===== config.mk =====
export PLATFORM = sky130hd
export DESIGN_NAME = bram_port_master
export DESIGN_NICKNAME = d
export VERILOG_FILES = /design/src/rtl/bram_port_master.sv
export SDC_FILE = /design/constraint.sdc
export NUM_CORES = 1
export LEC_CHECK = 0
export CORE_MARGIN = 3
export CORE_UTILIZATION = 35
export DETAILED_ROUTE_END_ITERATION = 6
export MAX_ROUTING_LAYER = met4
export PLACE_DENSITY = 0.71
export SLEW_MARGIN = 20
export SYNTH_ARGS = -nofsm -noshare
export SYNTH_HDL_FRONTEND = slang
export SYNTH_SLANG_ARGS = --single-unit

===== constraint.sdc =====
create_clock -name clk -period 4.1 [get_ports clk]
set_clock_uncertainty 0.2 [all_clocks]
set_input_delay 0.82 -clock clk [delete_from_list [all_inputs] [get_ports clk]]
set_output_delay 0.82 -clock clk [all_outputs]
set_load 0.005 [all_outputs]

===== src/rtl/bram_port_master.sv =====
// Drives one BRAM port from a valid/ready request stream and returns read data
// in request order through a credit-guarded response FIFO.
module bram_port_master #(
    parameter int RSP_DEPTH = 3
) (
    input  logic        clk,
    input  logic        rst_n,
    input  logic        req_valid,
    output logic        req_ready,
    input  logic        req_write,
    input  logic [14:0] req_addr,
    input  logic [31:0] req_wdata,
    input  logic [3:0]  req_be,
    output logic        rsp_valid,
    input  logic        rsp_ready,
    output logic [31:0] rsp_data,
    output logic [14:0] addr,
    output logic [31:0] di,
    output logic [3:0]  we,
    output logic        en,
    input  logic [31:0] do_data
);
    localparam int PW  = $clog2(RSP_DEPTH);
    localparam int CW  = $clog2(RSP_DEPTH + 1);
    localparam int CW1 = CW + 1;
    localparam logic [PW-1:0]  LAST_PTR = PW'(RSP_DEPTH - 1);
    localparam logic [CW-1:0]  FULL_CNT = CW'(RSP_DEPTH);
    localparam logic [CW1-1:0] DEPTH_W  = CW1'(RSP_DEPTH);

    logic          inflight;
    logic [CW-1:0] count;
    logic [PW-1:0] wr_ptr;
    logic [PW-1:0] rd_ptr;
    logic [31:0]   mem [RSP_DEPTH];

    logic           accept;
    logic           push;
    logic           pop;
    logic [CW1-1:0] credit_used;

    // Handshakes: a transfer happens on a rising edge where valid & ready are both
    // high; ready never depends on the same-side valid nor on the opposite ready.
    assign credit_used = {1'b0, count} + {{CW{1'b0}}, inflight};
    assign req_ready   = rst_n & (credit_used < DEPTH_W);
    assign accept      = req_valid & req_ready;

    assign en   = accept;
    assign addr = req_addr;
    assign di   = req_wdata;
    assign we   = (accept & req_write) ? req_be : 4'b0000;

    assign rsp_valid = (count != '0);
    assign rsp_data  = mem[rd_ptr];

    // DO is only meaningful the cycle after a read was issued.
    assign push = inflight;
    assign pop  = rsp_valid & rsp_ready;

    always_ff @(posedge clk or negedge rst_n) begin
        if (!rst_n) begin
            inflight <= 1'b0;
            count    <= '0;
            wr_ptr   <= '0;
            rd_ptr   <= '0;
        end else begin
            inflight <= accept & ~req_write;
            if (push) begin
                wr_ptr <= (wr_ptr == LAST_PTR) ? '0 : wr_ptr + PW'(1);
            end
            if (pop) begin
                rd_ptr <= (rd_ptr == LAST_PTR) ? '0 : rd_ptr + PW'(1);
            end
            case ({push, pop})
                2'b10:   count <= count + CW'(1);
                2'b01:   count <= count - CW'(1);
                default: count <= count;
            endcase
        end
    end

    always_ff @(posedge clk) begin
        if (push) begin
            mem[wr_ptr] <= do_data;
        end
    end

    overflow_chk: assert property (@(posedge clk) disable iff (!rst_n)
        !(push && !pop && count == FULL_CNT));

endmodule


==> metrics.txt <==
Distinct cells, synth=25; Worst Path Max Fanout=5; DR WL/cell=17.2 um; remaining antenna violation count=0; RSZ-0062 raised after global routing=no; arithmetic-cell share of the synthesized area counting full adders, half adders and majority gates=0.869%; post-layout power=3.30 mW; number of detailed-route iterations in the first pass=4; Worst Hold Slack=0.327 ns; number of setup violations in the final report=0; largest voltage drop on the vdd net=0.239 mV; synthesized flop and latch total=103; type of the tightest min-delay check=reg -> reg; GPL Wtd Cong=0.744; Horiz. Die Dim=117 um; maxcap violations=0; Met1 Wirelength=3290 um; grt ovf=0; post-route DRC violation count=0; via count of the first global-routing pass=2310; final period demand of the worst path=3.51 ns; multiplexer area fraction after synthesis=7.41%; via total after detailed routing=2288; fraction of synthesized cell area in xor and xnor cells=0.608%; Total Wirelength=8550 um; half-perimeter wire length of the detailed placement result=5970 um; # port buffers=79; level count of the clock H-tree=3; Peak Freq=285 MHz; die area=13700 um^2; final core occ=45.1%; detailed-routed wire length on met3=524 um; Data required, critical path=3.08 ns; Reg clk slew, reported paths=0.06 ns; final sum of negative setup slack=0 ns; Resized Gates After CTS=0; sequential cell area fraction in the yosys report=70.8%; dominant register cell in the synthesized netlist=sky130_fd_sc_hd__edfxtp_1; initial detailed-routing violation count=88; Die Span Y=117 um; hold violation count in the final report=0; initial antenna violation count=0; largest buffer count on any clock path=2; via density per instance=4.61; static leakage=1.82 nW; highest routed layer=met4; number of enable-type register cells in the synthesized netlist=96; starting density of the core=36.7%; global-route wire length before repair=12700 um; Post-Syn Instances=288; layout cell share with drive strength beyond 1=9.04%; worst-margin pin slew=0.936 ns; Setup crit start kind=flop; worst slew margin relative to its limit=37.6%; placed instance count=482; dominant combinational cell family by area after synthesis=buffers and inverters; Post-Synthesis Mean Instance Area=15.0 um^2; P&R area growth vs syn=22.7%; net total in the final layout=420; Simple-Gate Fraction of Synth Area=4.78%; type of destination of the critical path=output port; largest net degree at the start of global routing=35; DR WL met2=4380 um; final std cells w/o fill=496; count of final max-slew check failures=0; number of warnings printed during yosys synthesis=0; number of rows created at floorplan=39; setup repair bufs after CTS=0; CTS tree=done; fraction of registers with async set/reset=6.80%; share of the cycle needed by the critical path after routing=85.5%; critical path arrival=2.49 ns; GR Util All Layers=13.0%; syn_nets=379; total clock sinks=103; area of the mapped netlist=4320 um^2; outcome=complete, no violations; clock latency reported for the late side of the worst-skew pair=0.32 ns; placeable core region=11800 um^2; Setup Crit Path Kind=reg -> out; number of buffers created by CTS=9; total of hold buffers inserted after clock tree synthesis=0; Cell Pwr Density=622 nW/um^2; cell at the root of the clock tree=sky130_fd_sc_hd__clkbuf_16; ant diodes=0; count of boundary I/O pins=174; synthesized-area fraction occupied by ao, oa, aoi and oai cells=4.98%
[cell usage after synthesis, types with 2 or more instances]
cell type / number / area (um^2)
sky130_fd_sc_hd__a21o_1: 3 / 22.5
sky130_fd_sc_hd__and2_1: 5 / 31.3
sky130_fd_sc_hd__buf_2: 4 / 20.0
sky130_fd_sc_hd__buf_4: 47 / 353
sky130_fd_sc_hd__buf_8: 2 / 30.0
sky130_fd_sc_hd__clkbuf_1: 3 / 11.3
sky130_fd_sc_hd__dfrtp_1: 7 / 175
sky130_fd_sc_hd__edfxtp_1: 96 / 2880
sky130_fd_sc_hd__ha_1: 3 / 37.5
sky130_fd_sc_hd__inv_1: 3 / 11.3
sky130_fd_sc_hd__mux2i_1: 32 / 320
sky130_fd_sc_hd__nand2_1: 35 / 131
sky130_fd_sc_hd__nor3_1: 2 / 10.0
sky130_fd_sc_hd__nor3b_1: 2 / 15.0
sky130_fd_sc_hd__o21ai_0: 8 / 40.0
sky130_fd_sc_hd__o21ai_1: 26 / 130
sky130_fd_sc_hd__xnor2_1: 2 / 17.5
[metal layers]
layer	track usage [%]	vias up
met2	21.7	94
met5	-	-
met3	2.72	35
met4	7.11	0
met1	14.5	1085
li1	-	1074
[cells in the final DEF (no fill, tap or decap), types with 5 or more instances in the layout]
master / synthesis / routed
sky130_fd_sc_hd__nand2_1: 35 / 35
sky130_fd_sc_hd__clkbuf_16: 0 / 9
sky130_fd_sc_hd__and2_1: 5 / 5
sky130_fd_sc_hd__o21ai_1: 26 / 26
sky130_fd_sc_hd__dfrtp_1: 7 / 5
sky130_fd_sc_hd__edfxtp_1: 96 / 96
sky130_fd_sc_hd__buf_4: 47 / 8
sky130_fd_sc_hd__mux2i_1: 32 / 32
sky130_fd_sc_hd__o21ai_0: 8 / 8
sky130_fd_sc_hd__clkdlybuf4s50_1: 0 / 79
[critical path, cell delays in order (launching register included)]
cell	delay (ns)
sky130_fd_sc_hd__dfrtp_1	0.45
sky130_fd_sc_hd__ha_1	0.22
sky130_fd_sc_hd__ha_1	0.31
sky130_fd_sc_hd__a2111oi_2	0.50
sky130_fd_sc_hd__and2_1	0.19
sky130_fd_sc_hd__clkdlybuf4s50_1	0.50
[sequential cells by signal, indices dropped and copies added (netlist names)]
register	cells
mem	96
count	2
inflight	1
rd_ptr	2
wr_ptr	2
[final cells by class]
type                            instances  area, um^2
Clock buffer                            9         225
Clock inverter                          5         106
Fill cell                            1033        6460
Inverter                                3        11.3
Multi-Input combinational cell        124         821
Sequential cell                       103        3060
Tap cell                              164         205
Timing Repair Buffer                   88         871
[final timing paths]
check / start / end / slack [ns] / depth (start not counted)
min: count[1]$_DFFE_PN0P_ / count[1]$_DFFE_PN0P_ / 0.33 / 1
max reg2reg: count[0]$_DFFE_PN0P_ / inflight$_DFF_PN0_ / 2.29 / 4
min in group asynchronous: rst_n / wr_ptr[1]$_DFFE_PN0P_ / 0.60 / 2
min reg2reg: count[1]$_DFFE_PN0P_ / count[1]$_DFFE_PN0P_ / 0.33 / 1
max: count[0]$_DFFE_PN0P_ / we[2] / 0.59 / 5
max in group asynchronous: rst_n / rd_ptr[0]$_DFFE_PN0P_ / 2.97 / 2
[through the flow]
stage	setup slack, ns	instance area (um^2)
2_1_floorplan	0.543	4320
3_3_place_gp	0.696	4970
3_5_place_dp	0.585	4970
4_1_cts	0.572	5300
5_1_grt	0.344	5300
6_report	0.593	5300
[cells by family after synthesis]
group / count (synthesis)
DFF: 103
buffers and inverters: 61
and+or+nand+nor: 47
AOI/OAI and AO/OA: 39
muxes: 32
xor gates and xnor gates: 3
adders and majority gates: 3
[power by group]
group	internal [mW]	switching, mW
Sequential	1.24	0.162
Clock	0.592	0.348
Combinational	0.589	0.365
Power figures use the tool's default switching activity.
